$ cat config.mk
export PLATFORM = sky130hd
export DESIGN_NAME = leaf_stream_bridge
export DESIGN_NICKNAME = d
export VERILOG_FILES = /design/src/rtl/leaf_stream_bridge.sv
export SDC_FILE = /design/constraint.sdc
export NUM_CORES = 1
export LEC_CHECK = 0
export CELL_PAD_IN_SITES_DETAIL_PLACEMENT = 1
export CELL_PAD_IN_SITES_GLOBAL_PLACEMENT = 2
export CORE_UTILIZATION = 40
export DETAILED_ROUTE_END_ITERATION = 8
export HOLD_SLACK_MARGIN = 0.08
export PLACE_DENSITY_LB_ADDON = 0.25
export SLEW_MARGIN = 20
export SYNTH_ARGS = -nofsm -noshare
export SYNTH_HDL_FRONTEND = slang
export SYNTH_SLANG_ARGS = --single-unit
export TNS_END_PERCENT = 30
$ cat constraint.sdc
create_clock -name ap_clk -period 8.5 [get_ports ap_clk]
set_input_delay 1.7 -clock ap_clk [delete_from_list [all_inputs] [get_ports ap_clk]]
set_output_delay 1.7 -clock ap_clk [all_outputs]
set_load 0.02 [all_outputs]
$ cat src/rtl/leaf_stream_bridge.sv
// leaf_stream_bridge: NUM_CH independent FWFT FIFOs between a leaf
// interface and its kernel; output release waits for a latched start.
//
// Ports:
//   ap_clk, ap_rst_n  clock, synchronous active-low reset
//   ap_start          start request, latched into `started`
//   s_data/s_vld/s_ack  upstream channels (packed, DATA_W per channel)
//   m_data/m_vld/m_ack  downstream channels (packed, DATA_W per channel)
//   flush             per-channel synchronous FIFO clear
//   level             per-channel occupancy, DEPTH_LOG2+1 bits each
//   xfer_cnt          per-channel downstream transfer count, CNT_W bits each
//   started           latched start flag
module leaf_stream_bridge #(
  parameter int NUM_CH     = 4,
  parameter int DATA_W     = 32,
  parameter int DEPTH_LOG2 = 3,
  parameter int CNT_W      = 32
) (
  input  logic                             ap_clk,
  input  logic                             ap_rst_n,
  input  logic                             ap_start,
  input  logic [NUM_CH*DATA_W-1:0]         s_data,
  input  logic [NUM_CH-1:0]                s_vld,
  output logic [NUM_CH-1:0]                s_ack,
  output logic [NUM_CH*DATA_W-1:0]         m_data,
  output logic [NUM_CH-1:0]                m_vld,
  input  logic [NUM_CH-1:0]                m_ack,
  input  logic [NUM_CH-1:0]                flush,
  output logic [NUM_CH*(DEPTH_LOG2+1)-1:0] level,
  output logic [NUM_CH*CNT_W-1:0]          xfer_cnt,
  output logic                             started
);

  localparam int PW    = DEPTH_LOG2 + 1;
  localparam int DEPTH = 1 << DEPTH_LOG2;

  logic started_q;
  logic started_d;

  always_comb begin
    started_d = started_q | ap_start;
  end

  always_ff @(posedge ap_clk) begin
    if (!ap_rst_n) begin
      started_q <= 1'b0;
    end else begin
      started_q <= started_d;
    end
  end

  assign started = started_q;

  for (genvar i = 0; i < NUM_CH; i++) begin : g_ch
    logic [PW-1:0]     wr_ptr_q;
    logic [PW-1:0]     wr_ptr_d;
    logic [PW-1:0]     rd_ptr_q;
    logic [PW-1:0]     rd_ptr_d;
    logic [CNT_W-1:0]  cnt_q;
    logic [CNT_W-1:0]  cnt_d;
    logic [DATA_W-1:0] mem_q [DEPTH];
    logic              full;
    logic              empty;
    logic              ack;
    logic              vld;
    logic              push;
    logic              pop;
    logic [DATA_W-1:0] head;

    // Extra pointer MSB tells full from empty when the index bits match.
    assign full  = (wr_ptr_q[PW-1] != rd_ptr_q[PW-1]) &&
                   (wr_ptr_q[PW-2:0] == rd_ptr_q[PW-2:0]);
    assign empty = (wr_ptr_q == rd_ptr_q);

    assign ack  = ~full & ~flush[i] & ap_rst_n;
    assign vld  = ~empty & started_q;
    assign push = s_vld[i] & ack;
    // A flush discards any pop in the same cycle, so it is not counted.
    assign pop  = vld & m_ack[i] & ~flush[i];
    assign head = mem_q[rd_ptr_q[PW-2:0]];

    always_comb begin
      wr_ptr_d = wr_ptr_q;
      rd_ptr_d = rd_ptr_q;
      cnt_d    = cnt_q;
      if (flush[i]) begin
        wr_ptr_d = '0;
        rd_ptr_d = '0;
      end else begin
        if (push) wr_ptr_d = wr_ptr_q + PW'(1);
        if (pop)  rd_ptr_d = rd_ptr_q + PW'(1);
      end
      if (pop) cnt_d = cnt_q + CNT_W'(1);
    end

    always_ff @(posedge ap_clk) begin
      if (!ap_rst_n) begin
        wr_ptr_q <= '0;
        rd_ptr_q <= '0;
        cnt_q    <= '0;
      end else begin
        wr_ptr_q <= wr_ptr_d;
        rd_ptr_q <= rd_ptr_d;
        cnt_q    <= cnt_d;
      end
    end

    // Storage needs no reset; push is already blocked during reset.
    always_ff @(posedge ap_clk) begin
      if (push) begin
        mem_q[wr_ptr_q[PW-2:0]] <= s_data[i*DATA_W +: DATA_W];
      end
    end

    assign s_ack[i] = ack;
    assign m_vld[i] = vld;
    // Empty FIFOs drive zero so stale or unwritten storage never leaks.
    assign m_data[i*DATA_W +: DATA_W] = empty ? '0 : head;
    assign level[i*PW +: PW]          = wr_ptr_q - rd_ptr_q;
    assign xfer_cnt[i*CNT_W +: CNT_W] = cnt_q;
  end

endmodule

[Word level (Yosys, flattened, before mapping)]
Memory sizes are Yosys's and may differ from the RTL's. A register that Yosys moved wholly into a read port is not among the register bits.
Index checks and enable logic that the tools add are counted.
Storage, ports and cells
  flip-flop bits (word level): 161
  bits in writable memories: 1024
  input port bits: 143
  output and inout bits: 281
  word-level logic and storage cells: 111
  memories kept: 4
Cells by class
  add/sub/neg operators: 16
  equal/unequal tests: 12
  muxes and demuxes: 20
  bitwise gates (word level): 38
  reductions and logical operators: 8
Memories
  g_ch[0].mem_q: words 8, bits a word 32, read ports 1, clocked after Yosys merged registers in 1, wr ports 1, line 61  | logic [DATA_W-1:0] mem_q [DEPTH];
  g_ch[1].mem_q: words 8, bits a word 32, read ports 1, clocked after Yosys merged registers in 1, wr ports 1, line 61
  g_ch[2].mem_q: words 8, bits a word 32, read ports 1, clocked after Yosys merged registers in 1, wr ports 1, line 61
  g_ch[3].mem_q: words 8, bits a word 32, read ports 1, clocked after Yosys merged registers in 1, wr ports 1, line 61
Operator list (number)
  32-bit by 1-bit adder with 32-bit output, second input constant: 4
  32-bit two-way mux: 4
  4-bit by 1-bit adder with 4-bit output, second input constant: 8
  1-bit bitwise AND: 24
  3-bit two-way mux: 8
  4-bit == test: 4
  4-bit subtractor: 4
  1-bit inverter: 13
  3-bit == test: 4
  1-bit two-way mux: 8
  2-bit OR reduction: 4
  1-bit logical AND: 4
  1-bit inequality test: 4
  1-bit bitwise OR: 1

[Longest topological paths before layout]
Gate-level depths: netlist of the first run.
  word-level depth: 8
  gate-level depth with buffers: 9
  gate-level depth less buffers: 7

[Worst setup path after synthesis of the first run]
Ideal clock, no wire load.
  kind: input to register
  from: input ap_rst_n
  to: memory g_ch[1].mem_q[4][0] (enable)
  library setup time: 0.513 ns
  arrival time: 5.843 ns
  required time: 7.987 ns
  path slack: 2.143 ns
  cell stages on the path: 5
  buffers on the path: 2
  path through: buf_2 > nand2b_1 > a211o_1 > clkbuf_1 > nor4b_1
On the way
  cells in the longest elaborated chain, start to end: 4
Ends and longest elaborated chain
  start: declaration: line 20  | input logic ap_rst_n,
  1-bit bitwise AND: line 75  | assign ack = ~full & ~flush[i] & ap_rst_n;
  1-bit bitwise AND: line 77  | assign push = s_vld[i] & ack;
  1-bit two-way mux: line 110  | if (push) begin
  1-bit two-way mux (not written as such): line 111  | mem_q[wr_ptr_q[PW-2:0]] <= s_data[i*DATA_W +: DATA_W];
  end: declaration: line 61
No other way between the ends.

[Worst setup path in the final report of the first run]
  from: input ap_rst_n
  to: output s_ack[2]
On the way
  cells in the longest elaborated chain, start to end: 1
Ends and longest elaborated chain
  1-bit bitwise AND: line 75
  end: declaration: line 24  | output logic [NUM_CH-1:0] s_ack,
No other way between the ends.

==> impl_metrics.env, run 1 <==
export IMPL_cts_resized=0
export IMPL_r2r_slack_ns=5.24
export IMPL_stdcell_count=4734
export IMPL_area_delta_synth_final_pct=22.6
export IMPL_status="finished clean"
export IMPL_grt_pass1_vias=27000
export IMPL_synth_area_um2=47000
export IMPL_hold_viol_final=0
export IMPL_synth_seq_cells=1197
export IMPL_ys_types=45
export IMPL_num_vias=25200
export IMPL_wl_um=118000
export IMPL_firstDrtPassIters=5
export IMPL_placed_area_um2=53300
export IMPL_clk_pin_slew_worst_paths_ns=0.06
export IMPL_grt_pass1_wl_um=173000
export IMPL_hp_start="g_ch[2].cnt_q[1]"
export IMPL_leakage_nw=17.6
export IMPL_critPathCapture="s_ack[2]"
export IMPL_drtAntennaViolNets=0
export IMPL_worstSetupPathType="in -> out"
export IMPL_cts_sinks=1197
export IMPL_wl_per_cell_um=24.9
export IMPL_start_kind="primary input"
export IMPL_synthArstFlopShare_pct=0
export IMPL_fmax_ghz=0.173
export IMPL_worst_slack_ns=2.72
export IMPL_yosysTopAreaCell="edfxtp_1"
export IMPL_clockBufferDepth=3
export IMPL_final_nets=3273
export IMPL_finalSetupViolations=0
export IMPL_rr_worst_depth=6
export IMPL_yosys_warnings=0
export IMPL_rsz0062_at_grt="no"
export IMPL_grt_usage_pct=19.7
export IMPL_ir_worst_vdd_uv=179
export IMPL_syn_inst=2610
export IMPL_postCtsHoldBufs=0
export IMPL_reg2reg_from="g_ch[1].wr_ptr_q[0]"
export IMPL_seq_area_frac_synth_pct=72.8
export IMPL_ioPinCount=424
export IMPL_viasPerCell=5.33
export IMPL_start_util_pct=40.4
export IMPL_total_power_mw=12.3
export IMPL_htreeDepth=4
export IMPL_die_w_um=345
export IMPL_cp_arrival_ns=4.08
export IMPL_root_buffer="clkbuf_16"
export IMPL_power_density_nw_per_um2=213
export IMPL_cts_made_buffers=134
export IMPL_tns_ns=0
export IMPL_synth_fp_nets=2781
export IMPL_post_cts_setup_buffer_count=0
export IMPL_clock_latency_ns=0.73
export IMPL_worst_pin_slew_ns=1.02
export IMPL_drive_gt1_share_pct=17.7
export IMPL_grt_max_degree=78
export IMPL_synthFlopType="edfxtp_1"
export IMPL_syn_avg_cell_area_um2=18.0
export IMPL_slew_limit_headroom_pct=32.0
export IMPL_port_buffers=423
export IMPL_min_path_type="reg -> reg"
export IMPL_antenna_found_initial=15
export IMPL_cp_max_fo=13
export IMPL_max_cap_violations=0
export IMPL_rows=125
export IMPL_drv_slew=0
export IMPL_placedCellCount=4489
export IMPL_synth_edf_count=1024
export IMPL_drt_iter0_drc=1375
export IMPL_yosysTopAreaCellShare_pct=65.4
export IMPL_die_y_um=345
export IMPL_post_dp_hpwl_um=71400
export IMPL_worstSetupStartpoint="ap_rst_n"
export IMPL_r2r_end="g_ch[1].mem_q[4][26]"
export IMPL_overflow=0
export IMPL_drc=0
export IMPL_core_area_um2=116000
export IMPL_endpoint_kind="output pin"
export IMPL_required_ns=6.80
export IMPL_period_share_pct=68.0
export IMPL_gp_congestion=0.771
export IMPL_dpl_worst_slack_ns=2.73
export IMPL_ys_top_cells_by_area="edfxtp_1 (65%), mux4_2 (12%), dfxtp_1 (7.4%)"
export IMPL_die_area_um2=119000
export IMPL_fillers=10900
export IMPL_period_needed_ns=5.78
export IMPL_cts_tree="yes"
export IMPL_fin_area_um2=57600
export IMPL_finClkSkew_ns=0.0351
## metrics by stage
stage	hold WS, ns	util (%)
after floorplan	0.467	-
after global placement	0.489	45.8
after detailed placement	0.512	45.8
after CTS	0.525	49.5
after global routing	0.554	49.5
final	0.528	49.5
## report_power, final
part           switching (mW)  internal [mW]
registers             0.00671           6.39
clock network            2.32           3.26
logic                   0.161          0.111
## area by class of cell
class	count	area (um2)	area share (%)
clock buffer	180	3700	6.43
timing repair buffer	491	4750	8.24
clock inverter	59	593	1.03
inverter	47	179	0.311
tap	1524	1910	3.31
sequential	1197	34200	59.4
multi-input combinational	1231	12200	21.2
antenna	5	12.5	0.0217
## worst min-delay path by stage
stage	end	slack, ns	depth (start not counted)
finish	g_ch[2].cnt_q[1]	0.53	2
global route	g_ch[2].cnt_q[31]	0.55	2
CTS	g_ch[0].wr_ptr_q[0]	0.52	2
detailed placement	g_ch[0].wr_ptr_q[0]	0.51	2
global placement	g_ch[0].cnt_q[26]	0.49	2
floorplan	g_ch[0].wr_ptr_q[0]	0.47	2
## flip-flops by register name, summed over array words and instances, names as in the netlist, named ones only
register,cells
g_ch.mem_q,1024
g_ch.cnt_q,128
g_ch.rd_ptr_q,16
g_ch.wr_ptr_q,16
started,1
## cell usage in the layout (no fill, tap or decap), types with 67 or more instances in the layout
cell type,n
xnor2_1,84
mux2i_1,133
dfxtp_1,161
xor2_1,68
edfxtp_1,1024
clkbuf_16,139
buf_4,67
nor2_1,288
clkdlybuf4s50_1,423
mux4_2,256
## metal layers
metal	GRT usage, %	vias to the layer above	share of wire (%)
met5	0	-	0.10
met4	6.17	18	2.5
met3	4.84	166	5.9
met2	32.1	569	48
met1	26.1	13300	43
li1	-	11200	-
## worst max-delay path: stages
cell             delay [ns]
clkdlybuf4s50_1        0.47
buf_4                  0.36
nand2b_1               0.36
a21oi_1                0.44
clkdlybuf4s50_1        0.72
## cell families (layout without fill, tap and decap cells)
family | count (synthesis) | after routing | synth area share, %
DFF | 1197 | 1197 | 72.8
AOI/OAI and AO/OA | 61 | 61 | 0.863
muxes | 389 | 389 | 15.1
adders and majority gates | 28 | 28 | 0.810
xor gates and xnor gates | 152 | 152 | 2.83
other | 0 | 5 | 0
and+or+nand+nor | 601 | 601 | 5.98
buffers and inverters | 182 | 777 | 1.60
## cell usage after synthesis, drive strengths merged (3+ instances only)
cell / count
a2111oi: 3
a211o: 3
a211oi: 3
a21o: 5
a21oi: 30
and2: 7
and3: 13
and4: 7
buf: 55
clkbuf: 80
dfxtp: 173
edfxtp: 1024
fa: 4
ha: 24
inv: 47
mux2i: 133
mux4: 256
nand2: 60
nand2b: 7
nand3: 66
nand3b: 3
nand4: 40
nand4b: 3
nor2: 298
nor3: 32
nor4: 44
nor4b: 4
o21ai: 11
or3: 10
or4: 4
xnor2: 84
xor2: 68
Power figures use the tool's default switching activity.
==> run 2, diff against run 1 <==
--- a/config.mk
+++ b/config.mk
@@ -7,7 +7,7 @@
 export LEC_CHECK = 0
 export CELL_PAD_IN_SITES_DETAIL_PLACEMENT = 1
 export CELL_PAD_IN_SITES_GLOBAL_PLACEMENT = 2
-export CORE_UTILIZATION = 40
+export CORE_UTILIZATION = 39
 export DETAILED_ROUTE_END_ITERATION = 8
 export HOLD_SLACK_MARGIN = 0.08
 export PLACE_DENSITY_LB_ADDON = 0.25
==> constraint.sdc (replaced) <==
create_clock -name ap_clk -period 4.7 [get_ports ap_clk]
set_input_delay 0.94 -clock ap_clk [delete_from_list [all_inputs] [get_ports ap_clk]]
set_output_delay 0.94 -clock ap_clk [all_outputs]
set_load 0.02 [all_outputs]
==> run 2 against run 1 <==
Hold slack lost 0.031 ns. Non-clock buffer count increased by 13. First-iteration DRC count increased by 8.4%. Combinational power rose by 82%. Clock skew is 0.0062 ns lower. Utilization fell by 0.70 points. Global-route usage fell by 0.50 points. Sequential share of layout area is 0.34 points lower. Clock-buffer cell count down 1. Power grew 80%. Largest power group unchanged. Worst setup slack worse by 2.5 ns.
==> impl_metrics.env, run 2 (synthesized netlist as in run 1, its figures left out) <==
export IMPL_grt_pass1_vias=27300
export IMPL_grt_pass1_wl_um=174000
export IMPL_post_dp_hpwl_um=72100
export IMPL_endpoint_kind="output pin"
export IMPL_firstDrtPassIters=5
export IMPL_htreeDepth=4
export IMPL_final_nets=3286
export IMPL_die_y_um=349
export IMPL_required_ns=3.76
export IMPL_grt_max_degree=69
export IMPL_clock_latency_ns=0.73
export IMPL_cp_max_fo=37
export IMPL_drive_gt1_share_pct=17.7
export IMPL_drt_met1_wl_um=50100
export IMPL_hold_viol_final=0
export IMPL_combPwrFrac_pct=2.2
export IMPL_power_density_nw_per_um2=381
export IMPL_largest_register_ffs=1024
export IMPL_wl_um=117000
export IMPL_finClkSkew_ns=0.0289
export IMPL_die_area_um2=122000
export IMPL_period_needed_ns=4.48
export IMPL_clk_pin_slew_worst_paths_ns=0.06
export IMPL_cts_made_buffers=134
export IMPL_tns_ns=0
export IMPL_drc=0
export IMPL_status="finished clean"
export IMPL_final_common_cell="edfxtp_1"
export IMPL_clkPwrFrac_pct=45.3
export IMPL_core_area_um2=119000
export IMPL_viasPerCell=5.23
export IMPL_die_w_um=349
export IMPL_num_vias=25300
export IMPL_r2r_slack_ns=1.46
export IMPL_cts_tree="yes"
export IMPL_slew_limit_headroom_pct=45.7
export IMPL_wl_per_cell_um=24.2
export IMPL_rows=126
export IMPL_period_share_pct=95.3
export IMPL_max_cap_violations=0
export IMPL_worstSetupPathType="reg -> out"
export IMPL_highest_layer="met5"
export IMPL_ir_worst_vdd_uv=330
export IMPL_port_buffers=423
export IMPL_drv_slew=0
export IMPL_r2r_end="g_ch[2].mem_q[1][16]"
export IMPL_fin_area_um2=57900
export IMPL_worst_pin_slew_ns=0.815
export IMPL_cp_arrival_ns=3.54
export IMPL_final_cell_mix="edfxtp_1 (1024), clkdlybuf4s50_1 (423), nor2_1 (288)"
export IMPL_area_delta_synth_final_pct=23.3
export IMPL_rsz0062_at_grt="no"
export IMPL_switching_share_pct=20.2
export IMPL_min_path_type="reg -> reg"
export IMPL_drtAntennaViolNets=0
export IMPL_critPathCapture="m_data[95]"
export IMPL_worstSetupStartpoint="g_ch[2].wr_ptr_q[0]"
export IMPL_finalSetupViolations=0
export IMPL_dr_wl_met2_um=58100
export IMPL_start_kind="flip-flop"
export IMPL_start_util_pct=39.6
export IMPL_ioPinCount=424
export IMPL_leakage_nw=17.7
export IMPL_met3WireLength_um=6240
export IMPL_post_cts_setup_buffer_count=0
export IMPL_antenna_found_initial=17
export IMPL_seqPwrFrac_pct=52.4
export IMPL_drt_iter0_drc=1490
export IMPL_reg2reg_from="g_ch[2].wr_ptr_q[0]"
export IMPL_postCtsHoldBufs=0
export IMPL_overflow=0
export IMPL_cts_sinks=1197
export IMPL_cell_internal_pwr_mw=17.6
export IMPL_p_switching_mw=4.45
export IMPL_fmax_ghz=0.223
export IMPL_cts_resized=0
export IMPL_clockBufferDepth=3
export IMPL_rr_worst_depth=7
export IMPL_placed_area_um2=53700
export IMPL_gp_congestion=0.784
export IMPL_root_buffer="clkbuf_16"
export IMPL_grt_usage_pct=19.2
[run 2: power by group through the flow]
stage               logic (mW)  clock network [mW]  registers, mW
finish                   0.494                10.0           11.6
global placement         0.479                   0           11.8
global route             0.534                10.6           11.6
floorplan                0.158                   0           11.8
detailed placement       0.502                   0           11.8
CTS                      0.504                10.3           11.6
[run 2: through the flow]
step	cells	power [mW]	hold WS (ns)	setup WS, ns	util [%]
2_1_floorplan	2610	12.0	0.467	-0.566	-
5_1_grt	4827	22.7	0.543	0.0139	48.8
3_5_place_dp	4579	12.3	0.476	0.537	45.3
4_1_cts	4825	22.4	0.509	0.137	48.8
6_report	4830	22.1	0.497	0.223	48.8
3_3_place_gp	4579	12.3	0.467	0.583	45.3
[run 2: final cells by class]
cell class | instances | area [um2]
well taps | 1600 | 2000
flip-flops and latches | 1197 | 34200
diodes | 5 | 12.5
fillers | 11100 | 60800
clock inverters | 67 | 558
multi-input cells | 1231 | 12300
repair buffers | 504 | 5040
inverters | 47 | 179
clock buffers | 179 | 3650
[run 2: worst min-delay path by stage]
stage	endpoint	from	cells past startpoint	slack (ns)
2_1_floorplan	g_ch[0].wr_ptr_q[0]	g_ch[0].wr_ptr_q[0]	2	0.47
3_3_place_gp	g_ch[2].cnt_q[31]	g_ch[2].cnt_q[31]	2	0.47
3_5_place_dp	g_ch[2].cnt_q[31]	g_ch[2].cnt_q[31]	2	0.48
4_1_cts	g_ch[2].cnt_q[31]	g_ch[2].cnt_q[31]	2	0.51
5_1_grt	g_ch[2].cnt_q[31]	g_ch[2].cnt_q[31]	2	0.54
6_report	g_ch[2].cnt_q[31]	g_ch[2].cnt_q[31]	2	0.50
[run 2: critical path, cell delays in order (launching register included)]
cell and delay (ns):
dfxtp_1 0.44, inv_1 0.18, ha_1 0.36, and3_1 0.33
and2_2 0.25, buf_4 0.45, nor2_1 0.18, clkdlybuf4s50_1 0.58
[run 2: routing by layer]
metal	vias to the layer above	track usage (%)
li1	11300	-
met1	13200	25.0
met2	577	32.2
met3	159	4.24
met4	20	5.77
met5	-	0
